<file path="config.mk">
export PLATFORM = sky130hd
export DESIGN_NAME = d_mem_generic
export DESIGN_NICKNAME = d
export VERILOG_FILES = /design/src/rtl/d_mem_generic_pkg.sv /design/src/rtl/d_mem_generic_ram.sv /design/src/rtl/d_mem_generic.sv
export SDC_FILE = /design/constraint.sdc
export NUM_CORES = 2
export LEC_CHECK = 0
export ABC_AREA = 1
export BUFFER_PORTS_ARGS = -buffer_cell sky130_fd_sc_hd__buf_4
export CORE_MARGIN = 1
export CORE_UTILIZATION = 40
export DETAILED_ROUTE_END_ITERATION = 10
export PLACE_DENSITY = 0.61
export SYNTH_ARGS = -nofsm -noshare
export SYNTH_HDL_FRONTEND = slang
export SYNTH_SLANG_ARGS = --single-unit
</file>
<file path="constraint.sdc">
create_clock -name clk -period 9.15 [get_ports clk]
set_clock_uncertainty 0.2 [all_clocks]
set_input_delay 0.4575 -clock clk [delete_from_list [all_inputs] [get_ports clk]]
set_output_delay 0.4575 -clock clk [all_outputs]
set_load 0.02 [all_outputs]
</file>
<file path="src/rtl/d_mem_generic_pkg.sv">
// Shared definitions for the generic data-tape memory.
// Holds the access-direction encoding used on d_dir, the controller state
// encodings and a helper that sizes the RAM index.
package d_mem_generic_pkg;

  // Access direction carried on d_dir
  localparam logic DIRECTION_WRITE = 1'b1;
  localparam logic DIRECTION_READ  = 1'b0;

  // Controller states
  typedef enum logic [1:0] {
    ST_CLEAR  = 2'd0,
    ST_IDLE   = 2'd1,
    ST_ACCESS = 2'd2,
    ST_ACK    = 2'd3
  } d_mem_state_t;

  // Index width needed to address 'depth' cells (never below 1 bit)
  function automatic int unsigned idx_width(input int unsigned depth);
    return (depth > 1) ? $clog2(depth) : 1;
  endfunction

endpackage

</file>
<file path="src/rtl/d_mem_generic_ram.sv">
// Single-port synchronous RAM for the data tape.
// Ports:
//   clk, rst_n  clock and async active-low reset (read registers only)
//   we          write enable, writes wdata to addr
//   re          read enable, captures mem[addr] (or zero) into the read register
//   zero        forces the captured read value to 0 (out-of-range read)
//   addr        cell index
//   wdata       write data
//   rdata       read data, READ_LATENCY cycles after re, held between reads
module d_mem_generic_ram #(
  parameter int unsigned DEPTH        = 256,
  parameter int unsigned DATA_W       = 8,
  parameter int unsigned IDX_W        = 8,
  parameter int unsigned READ_LATENCY = 1
) (
  input  logic              clk,
  input  logic              rst_n,
  input  logic              we,
  input  logic              re,
  input  logic              zero,
  input  logic [IDX_W-1:0]  addr,
  input  logic [DATA_W-1:0] wdata,
  output logic [DATA_W-1:0] rdata
);

  logic [DATA_W-1:0] mem [DEPTH];
  logic [DATA_W-1:0] rd_q;

  // Array write port; the array is deliberately left without reset
  always_ff @(posedge clk) begin
    if (we) begin
      mem[addr] <= wdata;
    end
  end

  // First read register, only updated by reads so it holds between accesses
  always_ff @(posedge clk or negedge rst_n) begin
    if (!rst_n) begin
      rd_q <= '0;
    end else if (re) begin
      rd_q <= zero ? '0 : mem[addr];
    end
  end

  generate
    if (READ_LATENCY == 2) begin : g_lat2
      logic              re_d;
      logic [DATA_W-1:0] out_q;

      // Output register follows the read register one cycle later
      always_ff @(posedge clk or negedge rst_n) begin
        if (!rst_n) begin
          re_d  <= 1'b0;
          out_q <= '0;
        end else begin
          re_d <= re;
          if (re_d) begin
            out_q <= rd_q;
          end
        end
      end

      assign rdata = out_q;
    end else begin : g_lat1
      assign rdata = rd_q;
    end
  endgenerate

endmodule

</file>
<file path="src/rtl/d_mem_generic.sv">
// Parametrised data-tape memory controller for the bfcpu data port.
// Ports:
//   clk, rst_n  clock and async active-low reset
//   d_req       access request, held with dir/addr/wdata until d_ack
//   d_dir       DIRECTION_WRITE selects a write, anything else a read
//   d_addr      cell address
//   d_wdata     write data
//   d_ack       one-cycle completion pulse
//   d_rdata     read data, valid with d_ack of a read and held afterwards
//   d_busy      zero-fill in progress, requests are left pending
//   d_err       pulses with d_ack when d_addr >= D_MEM_LENGTH
module d_mem_generic
  import d_mem_generic_pkg::*;
#(
  parameter int unsigned D_ADDR_WIDTH   = 8,
  parameter int unsigned D_DATA_WIDTH   = 8,
  parameter int unsigned D_MEM_LENGTH   = 256,
  parameter int unsigned READ_LATENCY   = 1,
  parameter bit          CLEAR_ON_RESET = 1'b1
) (
  input  logic                    clk,
  input  logic                    rst_n,
  input  logic                    d_req,
  input  logic                    d_dir,
  input  logic [D_ADDR_WIDTH-1:0] d_addr,
  input  logic [D_DATA_WIDTH-1:0] d_wdata,
  output logic                    d_ack,
  output logic [D_DATA_WIDTH-1:0] d_rdata,
  output logic                    d_busy,
  output logic                    d_err
);

  localparam int unsigned IDX_W = idx_width(D_MEM_LENGTH);
  // One extra bit so a full 2^D_ADDR_WIDTH clear terminates without wrapping
  localparam int unsigned CNT_W = D_ADDR_WIDTH + 1;
  localparam logic [CNT_W-1:0] LAST_CELL = CNT_W'(D_MEM_LENGTH - 1);
  localparam logic [CNT_W-1:0] MEM_LEN   = CNT_W'(D_MEM_LENGTH);
  localparam d_mem_state_t RESET_STATE = CLEAR_ON_RESET ? ST_CLEAR : ST_IDLE;
  localparam d_mem_state_t READ_NEXT   = (READ_LATENCY == 2) ? ST_ACCESS : ST_ACK;

  d_mem_state_t      state, state_next;
  logic [CNT_W-1:0]  clr_cnt, clr_next;
  logic              err_q, err_next;

  logic                    in_range_c;
  logic                    ram_we_c;
  logic                    ram_re_c;
  logic                    ram_zero_c;
  logic [IDX_W-1:0]        ram_addr_c;
  logic [D_DATA_WIDTH-1:0] ram_wdata_c;

  assign in_range_c = {1'b0, d_addr} < MEM_LEN;

  // State, clear counter, latched error and registered outputs
  always_ff @(posedge clk or negedge rst_n) begin
    if (!rst_n) begin
      state   <= RESET_STATE;
      clr_cnt <= '0;
      err_q   <= 1'b0;
      d_ack   <= 1'b0;
      d_err   <= 1'b0;
      d_busy  <= CLEAR_ON_RESET;
    end else begin
      state   <= state_next;
      clr_cnt <= clr_next;
      err_q   <= err_next;
      d_ack   <= (state_next == ST_ACK);
      d_err   <= (state_next == ST_ACK) && err_next;
      d_busy  <= (state_next == ST_CLEAR);
    end
  end

  // Next state and RAM port control
  always_comb begin
    state_next  = state;
    clr_next    = clr_cnt;
    err_next    = err_q;
    ram_we_c    = 1'b0;
    ram_re_c    = 1'b0;
    ram_zero_c  = 1'b0;
    ram_addr_c  = IDX_W'(d_addr);
    ram_wdata_c = d_wdata;

    case (state)
      ST_CLEAR: begin
        ram_we_c    = 1'b1;
        ram_addr_c  = IDX_W'(clr_cnt);
        ram_wdata_c = '0;
        clr_next    = clr_cnt + CNT_W'(1);
        if (clr_cnt == LAST_CELL) begin
          state_next = ST_IDLE;
        end
      end
      ST_IDLE: begin
        if (d_req) begin
          err_next = ~in_range_c;
          if (d_dir == DIRECTION_WRITE) begin
            // Out-of-range writes keep full timing but never touch the array
            ram_we_c   = in_range_c;
            state_next = ST_ACK;
          end else begin
            ram_re_c   = 1'b1;
            ram_zero_c = ~in_range_c;
            state_next = READ_NEXT;
          end
        end
      end
      ST_ACCESS: begin
        state_next = ST_ACK;
      end
      ST_ACK: begin
        state_next = ST_IDLE;
      end
      default: begin
        state_next = ST_IDLE;
      end
    endcase
  end

  d_mem_generic_ram #(
    .DEPTH        (D_MEM_LENGTH),
    .DATA_W       (D_DATA_WIDTH),
    .IDX_W        (IDX_W),
    .READ_LATENCY (READ_LATENCY)
  ) u_ram (
    .clk   (clk),
    .rst_n (rst_n),
    .we    (ram_we_c),
    .re    (ram_re_c),
    .zero  (ram_zero_c),
    .addr  (ram_addr_c),
    .wdata (ram_wdata_c),
    .rdata (d_rdata)
  );

endmodule
</file>
==> results.sh <==
export IMPL_outcome="finished, final reports clean"
export IMPL_yosys_area_top_type="edfxtp_1"
export IMPL_grt_pass1_vias=56700
export IMPL_end_kind="flop"
export IMPL_ys_seq_elements=2071
export IMPL_grt_pass1_wl_microns=374000
export IMPL_start_util_pct=40.2
export IMPL_synth_top_family_by_area="simple AND/OR/NAND/NOR gates"
export IMPL_vias_per_cell=5.48
export IMPL_hold_viol=0
export IMPL_worst_slack_ps=3530
export IMPL_portBuffers=30
export IMPL_setup_violations=0
export IMPL_fin_tns_setup_ps=0
export IMPL_pre_cts_slack_ps=3610
export IMPL_cts_tree="built"
export IMPL_num_nets_final=7971
export IMPL_start_kind="flop"
export IMPL_syn_num_nets=8163
export IMPL_switching_share_pct=22.8
export IMPL_core_area_sq_mm=0.217
export IMPL_drc_errors=0
export IMPL_synth_mux_area_share_pct=0
export IMPL_worstPathCellList="nor2_2, nand2_8, nand2_8, nor2_4, buf_4, inv_1, nor2_1, nand2_1, buf_4, nor2_1"
export IMPL_final_common_cell="nand2_1"
export IMPL_ioPinCount=31
export IMPL_drtAntennaViolNets=0
export IMPL_yosys_area_share_adder_pct=0.0287
export IMPL_cts_max_level=4
export IMPL_drtPass1Iterations=6
export IMPL_antenna_found_initial=6
export IMPL_worstMarginPinSlew_ps=1400
export IMPL_clkLatencyLatePin_ps=850
export IMPL_slew_viol_final=0
export IMPL_switchingPower_mw=4.56
export IMPL_gp_congestion=0.855
export IMPL_overflow=0
export IMPL_crit_slowest_cell="nor2_1"
export IMPL_dp_final_hpwl_microns=136000
export IMPL_yosysUniqueCellTypes=27
export IMPL_ctsRootBufferMaster="clkbuf_16"
export IMPL_cts_setup_buffers=0
export IMPL_use_met1_pct=31.3
export IMPL_rows=171
export IMPL_cts_buffers_inserted=210
export IMPL_crit_required_ps=9400
export IMPL_share_comb_of_total_power_pct=5.8
export IMPL_vias=60200
export IMPL_rsz0062_at_grt="false"
export IMPL_max_stage_delay_ps=790
export IMPL_post_drt_wl_per_cell_microns=23.0
export IMPL_area_growth_pct=10.7
export IMPL_yosysTopAreaCellShare_pct=70.5
export IMPL_synthCells=8141
export IMPL_drt_total_wl_microns=252000
export IMPL_path_class="flop to flop"
export IMPL_clkPwrFrac_pct=42.0
export IMPL_busiest_layer="met2"
export IMPL_die_w_microns=469
export IMPL_avgSynthCellArea_sq_um=10.7
export IMPL_met2_usage_pct=35.2
export IMPL_leakagePower_nw=36.0
export IMPL_final_util_pct=44.5
export IMPL_fmax_mhz=178
export IMPL_yosys_area_share_xor_xnor_pct=0.0502
export IMPL_nFillCells=20000
export IMPL_drtIter0Drc=7051
export IMPL_grt_max_degree=188
export IMPL_synth_compound_area_share_pct=2.59
export IMPL_die_height_microns=469
export IMPL_hold_path_class="primary input to flop"
export IMPL_syn_area_sq_mm=0.0872
export IMPL_yosys_area_share_simple_pct=23.3
export IMPL_die_area_sq_mm=0.220
export IMPL_max_clock_path_buffers=3
export IMPL_relSlewSlack_pct=5.75
export IMPL_irDropWorstVdd_mv=0.206
export IMPL_seqPwrFrac_pct=52.2
export IMPL_p_int_mw=15.5
export IMPL_netlist_top_cells_area="edfxtp_1, nand2_1, nand3_1"
export IMPL_ys_warn_count=0
export IMPL_placed_area_sq_mm=0.0898
export IMPL_mostFrequentLayoutCells="nand2_1, edfxtp_1, nand3_1, nor2_1, a21oi_1"
export IMPL_cp_data_arrival_time_ps=5880
export IMPL_fin_area_sq_mm=0.0965
export IMPL_track_usage_pct=22.6
export IMPL_maxCapViolCount=0
export IMPL_drive_above_1_share_pct=5.38
export IMPL_p_total_mw=20.0
export IMPL_crit_fanout=106
export IMPL_post_route_min_period_ps=5620
export IMPL_powerDensity_mw_per_mm2=208
export IMPL_seq_area_frac_synth_pct=71.2
export IMPL_use_met3_pct=4.38
export IMPL_post_route_period_util_pct=61.5
export IMPL_clk_pin_slew_worst_paths_ps=60
export IMPL_cts_sinks=2071
-- through the flow --
stage | hold slack, ps | cells
floorplan | -38.1 | 8141
global placement | 234 | 10600
detailed placement | 234 | 10600
CTS | 231 | 11000
global route | 275 | 11000
finish | 254 | 11000
-- synthesized netlist by cell type --
library cell	instances
nand4_1	1
nor2_2	7
inv_1	57
nand2_2	2
dfstp_2	1
and3_1	2
ha_1	2
clkbuf_1	282
o21ai_0	107
dfrtp_1	22
buf_6	1
o21ai_1	61
nor3_1	3
nand2_1	3224
buf_2	196
edfxtp_1	2048
buf_4	5
inv_2	3
nor2_1	622
buf_1	57
or2_1	1
nand3_1	1149
xor2_1	4
o21ai_2	1
xnor2_1	1
clkinv_1	1
a21oi_1	281
-- worst max-delay path, delay by kind of cell (launching register included) --
family	cells	cell delay [ps]
DFF	1	480
buffers and inverters	3	1330
and+or+nand+nor	7	3090
-- cell type report --
class,instances,area [sq um],area share [%]
clock inverter,122,1050,1.09
inverter,61,236,0.245
sequential,2071,62100,64.3
timing repair buffer,137,1250,1.29
clock buffer,265,5590,5.79
antenna,3,7.51,0.00778
tap,2854,3570,3.70
multi-input combinational,5468,22800,23.6
-- power by group through the flow --
stage	clock network [mW]	logic (mW)	registers (mW)
floorplan	0	0.676	10.7
global placement	0	1.14	10.7
detailed placement	0	1.15	10.7
CTS	8.48	1.16	10.5
global route	8.84	1.26	10.5
finish	8.41	1.17	10.5
-- routing by layer --
metal | share of wire (%) | wire [microns]
met4 | 3.7 | 9420
met2 | 46 | 115000
met3 | 9.1 | 22900
met5 | 0 | 0
met1 | 41 | 104000
-- cells by family after synthesis --
group / after synthesis
adder cells (fa/ha/maj): 2
buffers and inverters: 602
XOR/XNOR: 5
flip-flops: 2071
AND/OR/NAND/NOR: 5011
AO/OA/AOI/OAI: 450
-- worst paths after layout --
path,from,end,slack [ps],depth (start not counted)
max reg2reg,state[0],u_ram.mem[213][3],3530,10
min in group asynchronous,rst_n,d_busy,460,3
max in group asynchronous,rst_n,u_ram.rdata[3],8090,4
min reg2reg,err_q,err_q,270,2
max,state[0],u_ram.mem[213][3],3530,10
min,d_wdata[6],u_ram.mem[143][6],250,4
-- repair_timing --
action / in CTS / in global routing
resized for setup: 0 / 0
hold buffers: 8 / 0
endpoints found under the setup margin: 0 / 0
hold endpoints to repair: 106 / 0
-- registers in the layout, indices dropped and copies added (netlist names) --
name / count
u_ram.mem: 2048
clr_cnt: 9
u_ram.rdata: 8
state: 2
d_ack: 1
d_busy: 1
d_err: 1
err_q: 1
Power figures use the tool's default switching activity.
